**src/rtl/uart_pkg.sv**
```systemverilog
// Shared UART definitions: FSM state encoding and default frame constants.
// The PARITY state is present only when UART_TX_PARITY_EN is defined.
package uart_pkg;

  localparam int default_prescaler  = 16;
  localparam int default_data_width = 8;

  typedef enum logic [2:0] {
    IDLE,
    START,
    DATA,
`ifdef UART_TX_PARITY_EN
    PARITY,
`endif
    STOP
  } tx_state_e;

endpackage

```
**src/rtl/tx_serializer.sv**
```systemverilog
// Payload shift register plus bit counter for the UART transmitter.
// Loads a word, shifts it right one bit per shift_en, and flags the last bit.
module tx_serializer
  import uart_pkg::*;
#(
  parameter int data_width = default_data_width
) (
  input  logic                  clk2,
  input  logic                  rst,
  input  logic                  load,
  input  logic                  shift_en,
  input  logic [data_width-1:0] data_in,
  output logic                  serial,
  output logic                  serial_next,
  output logic                  last_bit
);

  localparam int bit_w = (data_width > 1) ? $clog2(data_width) : 1;
  // With a one-bit payload there is never a following bit, so index 0 is a safe stand-in.
  localparam int next_idx = (data_width > 1) ? 1 : 0;

  logic [data_width-1:0] shreg;
  logic [bit_w-1:0]      bit_cnt;

  // Load the payload on acceptance, then shift LSB-first once per data bit.
  always_ff @(posedge clk2 or negedge rst) begin
    if (!rst) begin
      shreg   <= '0;
      bit_cnt <= '0;
    end else if (load) begin
      shreg   <= data_in;
      bit_cnt <= '0;
    end else if (shift_en) begin
      shreg   <= shreg >> 1;
      bit_cnt <= last_bit ? '0 : bit_cnt + 1'b1;
    end
  end

  assign serial      = shreg[0];
  // The bit that becomes serial after the next shift; lets the FSM register tx_out in step.
  assign serial_next = shreg[next_idx];
  assign last_bit    = (bit_cnt == bit_w'(data_width - 1));

endmodule

```
**src/rtl/uart_tx.sv**
```systemverilog
// UART transmitter: start bit, data_width payload bits LSB first, optional
// parity bit, stop bit; each bit lasts prescaler clk2 cycles.
// Optional parity is enabled with the macro UART_TX_PARITY_EN.
// Handshake: data_valid is sampled only in IDLE; when it is 1 at a clk2 edge the
// word on p_data is taken that same edge. There is no ready output: busy=1 means
// requests are dropped, including during the tx_done cycle.
module uart_tx
  import uart_pkg::*;
#(
  parameter int prescaler  = default_prescaler,
  parameter int data_width = default_data_width
) (
  input  logic                  clk2,
  input  logic                  rst,
  input  logic [data_width-1:0] p_data,
  input  logic                  data_valid,
`ifdef UART_TX_PARITY_EN
  input  logic                  par_typ,
`endif
  output logic                  tx_out,
  output logic                  busy,
  output logic                  tx_done
);

  localparam int cnt_w = (prescaler > 1) ? $clog2(prescaler) : 1;
  localparam logic [cnt_w-1:0] cnt_last = cnt_w'(prescaler - 1);

  tx_state_e        state;
  tx_state_e        state_next;
  logic [cnt_w-1:0] edge_cnt;
  logic             bit_end;
  logic             tx_next;
  logic             load;
  logic             shift_en;
  logic             serial;
  logic             serial_next;
  logic             last_bit;
`ifdef UART_TX_PARITY_EN
  logic             parity_q;
`endif

  assign bit_end = (edge_cnt == cnt_last);

  tx_serializer #(
    .data_width (data_width)
  ) u_serializer (
    .clk2        (clk2),
    .rst         (rst),
    .load        (load),
    .shift_en    (shift_en),
    .data_in     (p_data),
    .serial      (serial),
    .serial_next (serial_next),
    .last_bit    (last_bit)
  );

  // State, bit-timing counter and registered line/busy outputs.
  always_ff @(posedge clk2 or negedge rst) begin
    if (!rst) begin
      state    <= IDLE;
      edge_cnt <= '0;
      tx_out   <= 1'b1;
      busy     <= 1'b0;
    end else begin
      state    <= state_next;
      tx_out   <= tx_next;
      busy     <= (state_next != IDLE);
      edge_cnt <= (state == IDLE || bit_end) ? '0 : edge_cnt + 1'b1;
    end
  end

`ifdef UART_TX_PARITY_EN
  // Parity is computed once from the accepted word so later input changes cannot leak in.
  always_ff @(posedge clk2 or negedge rst) begin
    if (!rst) begin
      parity_q <= 1'b0;
    end else if (load) begin
      parity_q <= (^p_data) ^ par_typ;
    end
  end
`endif

  // Next-state and next line level; tx_next is what tx_out shows from the next cycle.
  always_comb begin
    state_next = state;
    tx_next    = 1'b1;
    load       = 1'b0;
    shift_en   = 1'b0;
    tx_done    = 1'b0;
    case (state)
      IDLE: begin
        if (data_valid) begin
          state_next = START;
          load       = 1'b1;
          tx_next    = 1'b0;
        end
      end
      START: begin
        tx_next = 1'b0;
        if (bit_end) begin
          state_next = DATA;
          tx_next    = serial;
        end
      end
      DATA: begin
        tx_next = serial;
        if (bit_end) begin
          shift_en = 1'b1;
          if (last_bit) begin
`ifdef UART_TX_PARITY_EN
            state_next = PARITY;
            tx_next    = parity_q;
`else
            state_next = STOP;
            tx_next    = 1'b1;
`endif
          end else begin
            tx_next = serial_next;
          end
        end
      end
`ifdef UART_TX_PARITY_EN
      PARITY: begin
        tx_next = parity_q;
        if (bit_end) begin
          state_next = STOP;
          tx_next    = 1'b1;
        end
      end
`endif
      STOP: begin
        tx_next = 1'b1;
        if (bit_end) begin
          tx_done    = 1'b1;
          state_next = IDLE;
        end
      end
      default: begin
        state_next = IDLE;
      end
    endcase
  end

endmodule
```
**config.mk**
```make
export PLATFORM = sky130hd
export DESIGN_NAME = uart_tx
export DESIGN_NICKNAME = d
export VERILOG_FILES = /design/src/rtl/uart_pkg.sv /design/src/rtl/tx_serializer.sv /design/src/rtl/uart_tx.sv
export SDC_FILE = /design/constraint.sdc
export NUM_CORES = 1
export LEC_CHECK = 0
export CAP_MARGIN = 20
export CORE_MARGIN = 5
export CORE_UTILIZATION = 30
export CTS_BUF_LIST = sky130_fd_sc_hd__clkbuf_16
export CTS_CLUSTER_SIZE = 8
export DETAILED_ROUTE_END_ITERATION = 8
export GPL_ROUTABILITY_DRIVEN = 0
export PLACE_DENSITY = 0.58
export SLEW_MARGIN = 20
export SYNTH_ARGS = -nofsm -noshare
export SYNTH_HDL_FRONTEND = slang
export SYNTH_SLANG_ARGS = --single-unit
```
**constraint.sdc**
```tcl
create_clock -name clk2 -period 2.66 [get_ports clk2]
set_input_delay 0.665 -clock clk2 [delete_from_list [all_inputs] [get_ports clk2]]
set_output_delay 0.665 -clock clk2 [all_outputs]
set_load 0.01 [all_outputs]
```
==> Word level (Yosys, flattened, before mapping) <==
Index checks and enable logic that the tools add are counted.
{ "word_totals": {"regBits": 20, "in_bits": 11} }
{ "classes": {"add_sub_neg": 2, "n_eq_ne": 5, "n_mux": 22, "reduce_logical": 4} }
{ "ops": {"columns": ["cell", "n"], "rows": [
  ["2-to-1 mux 3 bit", 8],
  ["2-to-1 mux 8 bit", 2],
  ["one-hot mux 3 bit (4 select lines)", 1],
  ["2-to-1 mux 1 bit", 9],
  ["equality test 3 x 2 -> 1 bit, second input constant", 2],
  ["adder 4 x 1 -> 4 bit, second input constant", 1],
  ["equality test 4 bit, second input constant", 1],
  ["2-to-1 mux 4 bit", 1],
  ["adder 3 x 1 -> 3 bit, second input constant", 1],
  ["equality test 3 x 1 -> 1 bit, second input constant", 1],
  ["equality test 3 bit, second input constant", 1],
  ["logical NOT 3 bit", 1],
  ["one-hot mux 1 bit (3 select lines)", 1],
  ["nonzero test 3 bit", 1],
  ["nonzero test 2 bit", 1],
  ["logical OR 1 bit", 1]
]} }

==> Depth between registers and ports, before layout <==
Gate-level depths: netlist of the first run.
{ "logic_depth": {"word_depth": 5, "depth_mapped": 6} }

==> Hierarchy <==
From an unflattened synthesis of the first run, not the netlist that was laid out.
{ "unflattened": {"hier_cells": 92, "hier_area_um2": 965.9} }
{ "modules_own_cells": {"columns": ["module", "n_inst", "cells_each", "area_per_inst_um2", "seq_area_each_um2"], "rows": [
  ["tx_serializer", 1, 48, 516.7, 275.3],
  ["uart_tx", 1, 44, 449.2, 226.5]
]} }

==> Least setup slack after synthesis of the first run <==
OpenSTA, ideal clock, no wires.
{ "synth_timing": {"path_type": "register -> output", "startpoint": "register edge_cnt[0]", "endpoint": "output port tx_done", "arrival_time_ps": 1181, "path_slack_ps": 814, "stages_incl_launch_ff": 5, "path_buffers": 1, "path_cell_list": "dfrtp_1 > ha_1 > nand3_1 > clkbuf_1 > nor3_1"} }
{ "synth_between": {"elab_chain_cells": 3} }
{ "synth_lines": {"columns": ["item", "line", "source"], "rows": [
  ["from (decl)", "uart_tx.sv:30", "logic [cnt_w-1:0] edge_cnt;"],
  ["from (signal assigned)", "uart_tx.sv:68", "edge_cnt <= (state == IDLE || bit_end) ? '0 : edge_cnt + 1'b1;"],
  ["equality test 4 bit", "uart_tx.sv:42", "assign bit_end = (edge_cnt == cnt_last);"],
  ["2-to-1 mux 1 bit", "uart_tx.sv:133", "if (bit_end) begin"],
  ["2-to-1 mux 1 bit", "uart_tx.sv:90", "case (state)"],
  ["to (decl)", "uart_tx.sv:22", "output logic tx_done"]
]} }
Every way passes these cells.

==> Worst setup path after layout of the first run <==
Ends and elaborated chain as after synthesis.

==> run_results.csv, run 1 <==
group,metric,value,unit
timing,hold_violations,0,
hold_path,hold_depth,1,
global_route,grt_usage,0.1078,
layout,fin_nets,122,
clock_tree,root_buffer,"clkbuf_16",
floorplanning,chipHeight,67.55,um
synthesis,synth.distinct_cells,34,
hold_path,min_to,"edge_cnt[0]",
synthesis,ys_top_cells_by_area,"dfrtp_1, o21ai_0, a2bb2oi_1",
clock_tree,postCtsHoldBufs,0,
clock_tree,post-cts-setup-buffer-count,0,
worst_setup_path,start_kind,"flip-flop",
timing,rsz0062_at_grt,"no",
clock_tree,htree_levels,1,
synthesis,synth.top_cells.by_count,"dfrtp_1, o21ai_0, a2bb2oi_1, a31oi_1, nor3_1",
global_route,grt_pass1_wl,3650,um
clock_tree,clkTransAtPathRegs,0.05,ns
timing,fin_setup_tns,0,ns
worst_setup_path,path_max_fanout,4,
routing,first_pass_iters,4,
synthesis,synth_top_area_frac,0.4786,
clock_tree,cts_made_buffers,3,
synthesis,synth_seq_area_share,0.5050,
placement,place_inst,147,
routing,drc_errors,0,
worst_setup_path,crit_type,"reg2out",
placement,dp_hpwl,1460,um
pwr,peakVddDrop,0.2009,mV
floorplanning,rows,20,
timing,fin_crit,2.397,ns
clock_tree,clock_latency,0.26,ns
worst_setup_path,r2r_slack,0.94,ns
clock_tree,cts.sinks,20,
synthesis,synth_top_cell_by_area,"dfrtp_1",
floorplanning,start_util,0.3202,
synthesis,ys_ff_latch,20,
layout,drive_above_1_share,0.1121,
clock_tree,ctsResizeCount,0,
worst_setup_path,reg2reg_depth,3,
floorplanning,core-area,0.003103,mm^2
timing,worstMarginPinSlew,0.5969,ns
global_route,grt_max_degree,21,
worst_setup_path,critPathRequiredTime,2.00,ns
worst_setup_path,r2r-start,"state[0]",
worst_setup_path,cp.arrival,1.73,ns
synthesis,synth-async-reset-ratio,1.000,
timing,setup_viol,0,
floorplanning,ios,14,
synthesis,synth_warnings,0,
routing,postRouteAntennaNets,0,
routing,wl_per_cell,13.99,um
timing,slew_viol_final,0,
timing,clock.fmax,417.3,MHz
hold_path,hold_class,"reg2reg",
synthesis,ys.flop_type,"dfrtp_1",
clock_tree,cts_buffer_depth,2,
pwr,powerDensity,726.4,mW/mm^2
worst_setup_path,worstReg2RegEnd,"u_serializer.shreg[3]",
placement,portBuffers,13,
layout,antennaDiodeCount,0,
run_status,status,"finished clean",
synthesis,syn_nets,109,
timing,fin_worst_skew,0.008293,ns
floorplanning,die_x,67.55,um
layout,fin_cells,151,
layout,area_growth,26.95,%
timing,fin_crit_sh,0.9010,
synthesis,synth-edff-count,0,
hold_path,holdCritStartpoint,"edge_cnt[0]",
routing,viasPerCell,5.225,
floorplanning,dieArea,0.004562,mm^2
global_route,grt_antenna_before_repair,0,
clock_tree,cts_tree,"built",
routing,wirelength,2112,um
run,cap_violations,0,
global_route,grt_overflow,0,
synthesis,netlist_area,993.5,um^2
worst_setup_path,cp-end-kind,"primary output",
routing,first_iter_violations,62,
timing,slew_headroom,0.5990,
global_route,first_global_vias,767,
synthesis,syn_avg_cell_area,10.46,um^2
synthesis,synthCells,95,
synthesis,yosysMostFrequentCell,"dfrtp_1",
pwr,leakage,0.5027,nW
routing,dr_total_vias,789,
[layout by cell type, fill, tap and decap left out, types with 2 or more instances in the layout]
| master | count |
|---|---|
| a2bb2oi_1 | 6 |
| a21oi_1 | 3 |
| dfrtp_1 | 19 |
| xor2_1 | 2 |
| clkdlybuf4s50_1 | 13 |
| nand3_1 | 4 |
| nand2_1 | 3 |
| o21ai_0 | 12 |
| nor3_1 | 6 |
| nor2_1 | 4 |
| clkbuf_16 | 3 |
| ha_1 | 3 |
| a31oi_1 | 6 |
| buf_4 | 3 |
[state kept, by name, summed over array words and instances, names as in the netlist]
signal and cells:
u_serializer.shreg 8, busy 1, state 3, u_serializer.bit_cnt 3, tx_out 1, edge_cnt 4
[routing by layer]
layer  GRT usage  up-vias  share of wire
met5           0        -              0
met4     0.06076        0          0.022
met3     0.02329        5          0.071
met2      0.1738       23           0.49
met1      0.1322      385           0.41
li1            -      376              -
[cell type report]
class,count,area (um^2)
fill,323,1842
sequential,20,501.7
multi-input combinational,67,446.7
tap,44,55.05
clock buffer,3,75.07
clock inverter,1,30.03
timing repair buffer,16,152.6
[worst max path at each step]
stage,from,end,cells past startpoint
4_1_cts,edge_cnt[0],tx_done,4
5_1_grt,edge_cnt[0],tx_done,4
2_1_floorplan,edge_cnt[0],tx_done,4
3_3_place_gp,data_valid,u_serializer.shreg[2],5
3_5_place_dp,data_valid,u_serializer.shreg[6],5
6_report,edge_cnt[0],tx_done,4
[logic make-up after synthesis]
logic type      share of synthesized area
compound gates                     0.2091
simple gates                       0.1625
xor+xnor                          0.02645
mux                               0.01008
buf+inv                           0.04534
other cells                      0.003775
fa+ha+maj                         0.03779
flops                              0.5050
[metrics by stage]
stage	util	worst slack, ns	cell area, um^2	hold slack (ns)	power, mW
after global routing	0.4065	0.1331	1261	0.4956	0.9564
after CTS	0.4065	0.2564	1261	0.4705	0.9239
after floorplan	-	0.8137	993.5	0.3694	0.4632
final	0.4065	0.2635	1261	0.4672	0.9161
after detailed placement	0.3726	0.4383	1156	0.4633	0.5078
after global placement	0.3726	0.4408	1156	0.4560	0.5036
[critical path, stage by stage, from the launching register on]
cell             delay, ns
dfrtp_1               0.36
ha_1                  0.23
nand3_1               0.12
nor3_1                0.19
clkdlybuf4s50_1       0.57
[where the power goes]
part | internal, mW | leakage [nW] | switching (mW)
combinational | 0.0637 | 0.207 | 0.0488
clock | 0.299 | 0.0511 | 0.115
sequential | 0.351 | 0.245 | 0.0386
total | 0.714 | 0.503 | 0.202
No activity file was read; power rests on OpenSTA's default activity.
==> run 2: changes to the inputs <==
--- a/config.mk
+++ b/config.mk
@@ -6,13 +6,13 @@
 export NUM_CORES = 1
 export LEC_CHECK = 0
 export CAP_MARGIN = 20
-export CORE_MARGIN = 5
 export CORE_UTILIZATION = 30
-export CTS_BUF_LIST = sky130_fd_sc_hd__clkbuf_16
+export CTS_BUF_LIST = sky130_fd_sc_hd__clkbuf_4 sky130_fd_sc_hd__clkbuf_8
 export CTS_CLUSTER_SIZE = 8
 export DETAILED_ROUTE_END_ITERATION = 8
 export GPL_ROUTABILITY_DRIVEN = 0
 export PLACE_DENSITY = 0.58
+export SKIP_LAST_GASP = 1
 export SLEW_MARGIN = 20
 export SYNTH_ARGS = -nofsm -noshare
 export SYNTH_HDL_FRONTEND = slang
==> run 2 against run 1 <==
Cell area shrank 3.6%. Critical endpoint unchanged. Sequential cell count stayed put. Clock power fell by 40%. Largest cell class unchanged.
==> run_results.csv, run 2 (synthesis results as in run 1) <==
group,metric,value,unit
layout,largestRegisters,"u_serializer.shreg (8), edge_cnt (4)",
clock_tree,post-cts-setup-buffer-count,0,
global_route,grtUsageMet3,0.01965,
pwr,powerDensity,617.9,mW/mm^2
routing,first_iter_violations,40,
timing,hold_violations,0,
clock_tree,root_buffer,"clkbuf_4",
layout,antennaDiodeCount,0,
routing,postRouteAntennaNets,0,
layout,area_growth,22.42,%
clock_tree,cts.sinks,20,
timing,fin_setup_tns,0,ns
global_route,grt_pass1_wl,3381,um
floorplanning,start_util,0.3202,
timing,fin_crit,2.434,ns
floorplanning,ios,14,
layout,regMostFlops,"u_serializer.shreg",
worst_setup_path,crit_type,"reg2out",
routing,drc_errors,0,
clock_tree,clock_latency,0.30,ns
floorplanning,die_x,59.55,um
worst_setup_path,path_max_fanout,4,
run_status,status,"finished clean",
timing,rsz0062_at_grt,"no",
worst_setup_path,crit_chain,"ha_1 -> nand3_1 -> nor3_1 -> clkdlybuf4s50_1",
routing,viasPerCell,5.171,
floorplanning,rows,20,
layout,drive_above_1_share,0.1204,
global_route,gr-max-usage-layer,"met2",
layout,largest_reg_flops,8,
floorplanning,core-area,0.003103,mm^2
timing,slew_headroom,0.5809,
timing,worstMarginPinSlew,0.6259,ns
clock_tree,ctsResizeCount,0,
clock_tree,cts_made_buffers,3,
timing,slew_viol_final,0,
pwr,fin_total_pwr,0.7515,mW
timing,setup_viol,0,
global_route,first_global_vias,737,
floorplanning,dieArea,0.003546,mm^2
routing,wl_per_cell,12.93,um
hold_path,hold_class,"reg2reg",
worst_setup_path,start_kind,"flip-flop",
timing,fin_crit_sh,0.9150,
routing,first_pass_iters,4,
timing,fin_worst_skew,0.004774,ns
clock_tree,clkTransAtPathRegs,0.11,ns
worst_setup_path,cp-end-kind,"primary output",
global_route,grt_max_degree,21,
clock_tree,cts_buffer_depth,2,
pwr,leakage,0.4848,nW
global_route,grt_antenna_before_repair,0,
routing,dr_total_vias,786,
global_route,grt_usage,0.1286,
placement,dp_hpwl,1382,um
layout,mostFrequentLayoutCells,"dfrtp_1, clkdlybuf4s50_1, o21ai_0",
layout,fin_nets,123,
global_route,use_met2,0.1926,
global_route,grtUsageMet1,0.1774,
pwr,peakVddDrop,0.1991,mV
clock_tree,postCtsHoldBufs,0,
placement,portBuffers,13,
worst_setup_path,critPathRequiredTime,2.00,ns
worst_setup_path,cp.arrival,1.77,ns
run,cap_violations,0,
global_route,grt_overflow,0,
clock_tree,cts_tree,"built",
routing,wirelength,1966,um
worst_setup_path,cp_slowest_cell,"clkdlybuf4s50_1",
layout,final_common_cell,"dfrtp_1",
worst_setup_path,critPathMaxStageDelay,0.56,ns
floorplanning,chipHeight,59.55,um
timing,clock.fmax,410.8,MHz
clock_tree,htree_levels,1,
run 2: cell count changes in the layout (fill, tap and decap cells not counted), sizes merged:
cell	before	now
buf	3	4
run 2: layout make-up:
type	count	area (um^2)
Multi-Input combinational cell	67	446.7
Timing Repair Buffer	17	160.2
Clock inverter	1	30.03
Sequential cell	20	501.7
Tap cell	44	55.05
Fill cell	323	1887
Clock buffer	3	22.52
run 2: metrics by stage:
step | util | area, um^2 | setup slack [ns] | std cells | hold WS (ns)
floorplan | - | 993.5 | 0.8137 | 95 | 0.3694
global placement | 0.3750 | 1164 | 0.5613 | 148 | 0.4563
detailed placement | 0.3750 | 1164 | 0.5510 | 148 | 0.4629
CTS | 0.3919 | 1216 | 0.1987 | 152 | 0.4794
global route | 0.3919 | 1216 | 0.06173 | 152 | 0.5178
finish | 0.3919 | 1216 | 0.2260 | 152 | 0.4807
run 2: report_power, final:
part           switching, mW  total [mW]  internal (mW)
Sequential            0.0368       0.387          0.351
Clock                 0.0974       0.250          0.152
Combinational         0.0494       0.115         0.0652
run 2: critical path, delay by kind of cell, from the launching register on:
family,cells,cell delay [ns]
adder cells (fa/ha/maj),1,0.22
buffers and inverters,1,0.56
flip-flops,1,0.39
AND/OR/NAND/NOR,2,0.30
run 2: path summary, 6_finish.rpt:
kind / startpoint / end / slack (ns) / cells after the start
max in group asynchronous: rst / tx_out / 1.71 / 2
max reg2reg: edge_cnt[0] / u_serializer.shreg[3] / 0.96 / 4
min reg2reg: edge_cnt[0] / edge_cnt[0] / 0.48 / 1
min in group asynchronous: rst / busy / 0.69 / 2
max: edge_cnt[0] / tx_done / 0.23 / 4
min: edge_cnt[0] / edge_cnt[0] / 0.48 / 1
run 2: per-layer routing:
metal / vias up / part of all wire
met5: - / 0
met2: 18 / 0.47
li1: 378 / -
met4: 0 / 0.013
met1: 388 / 0.48
met3: 2 / 0.035
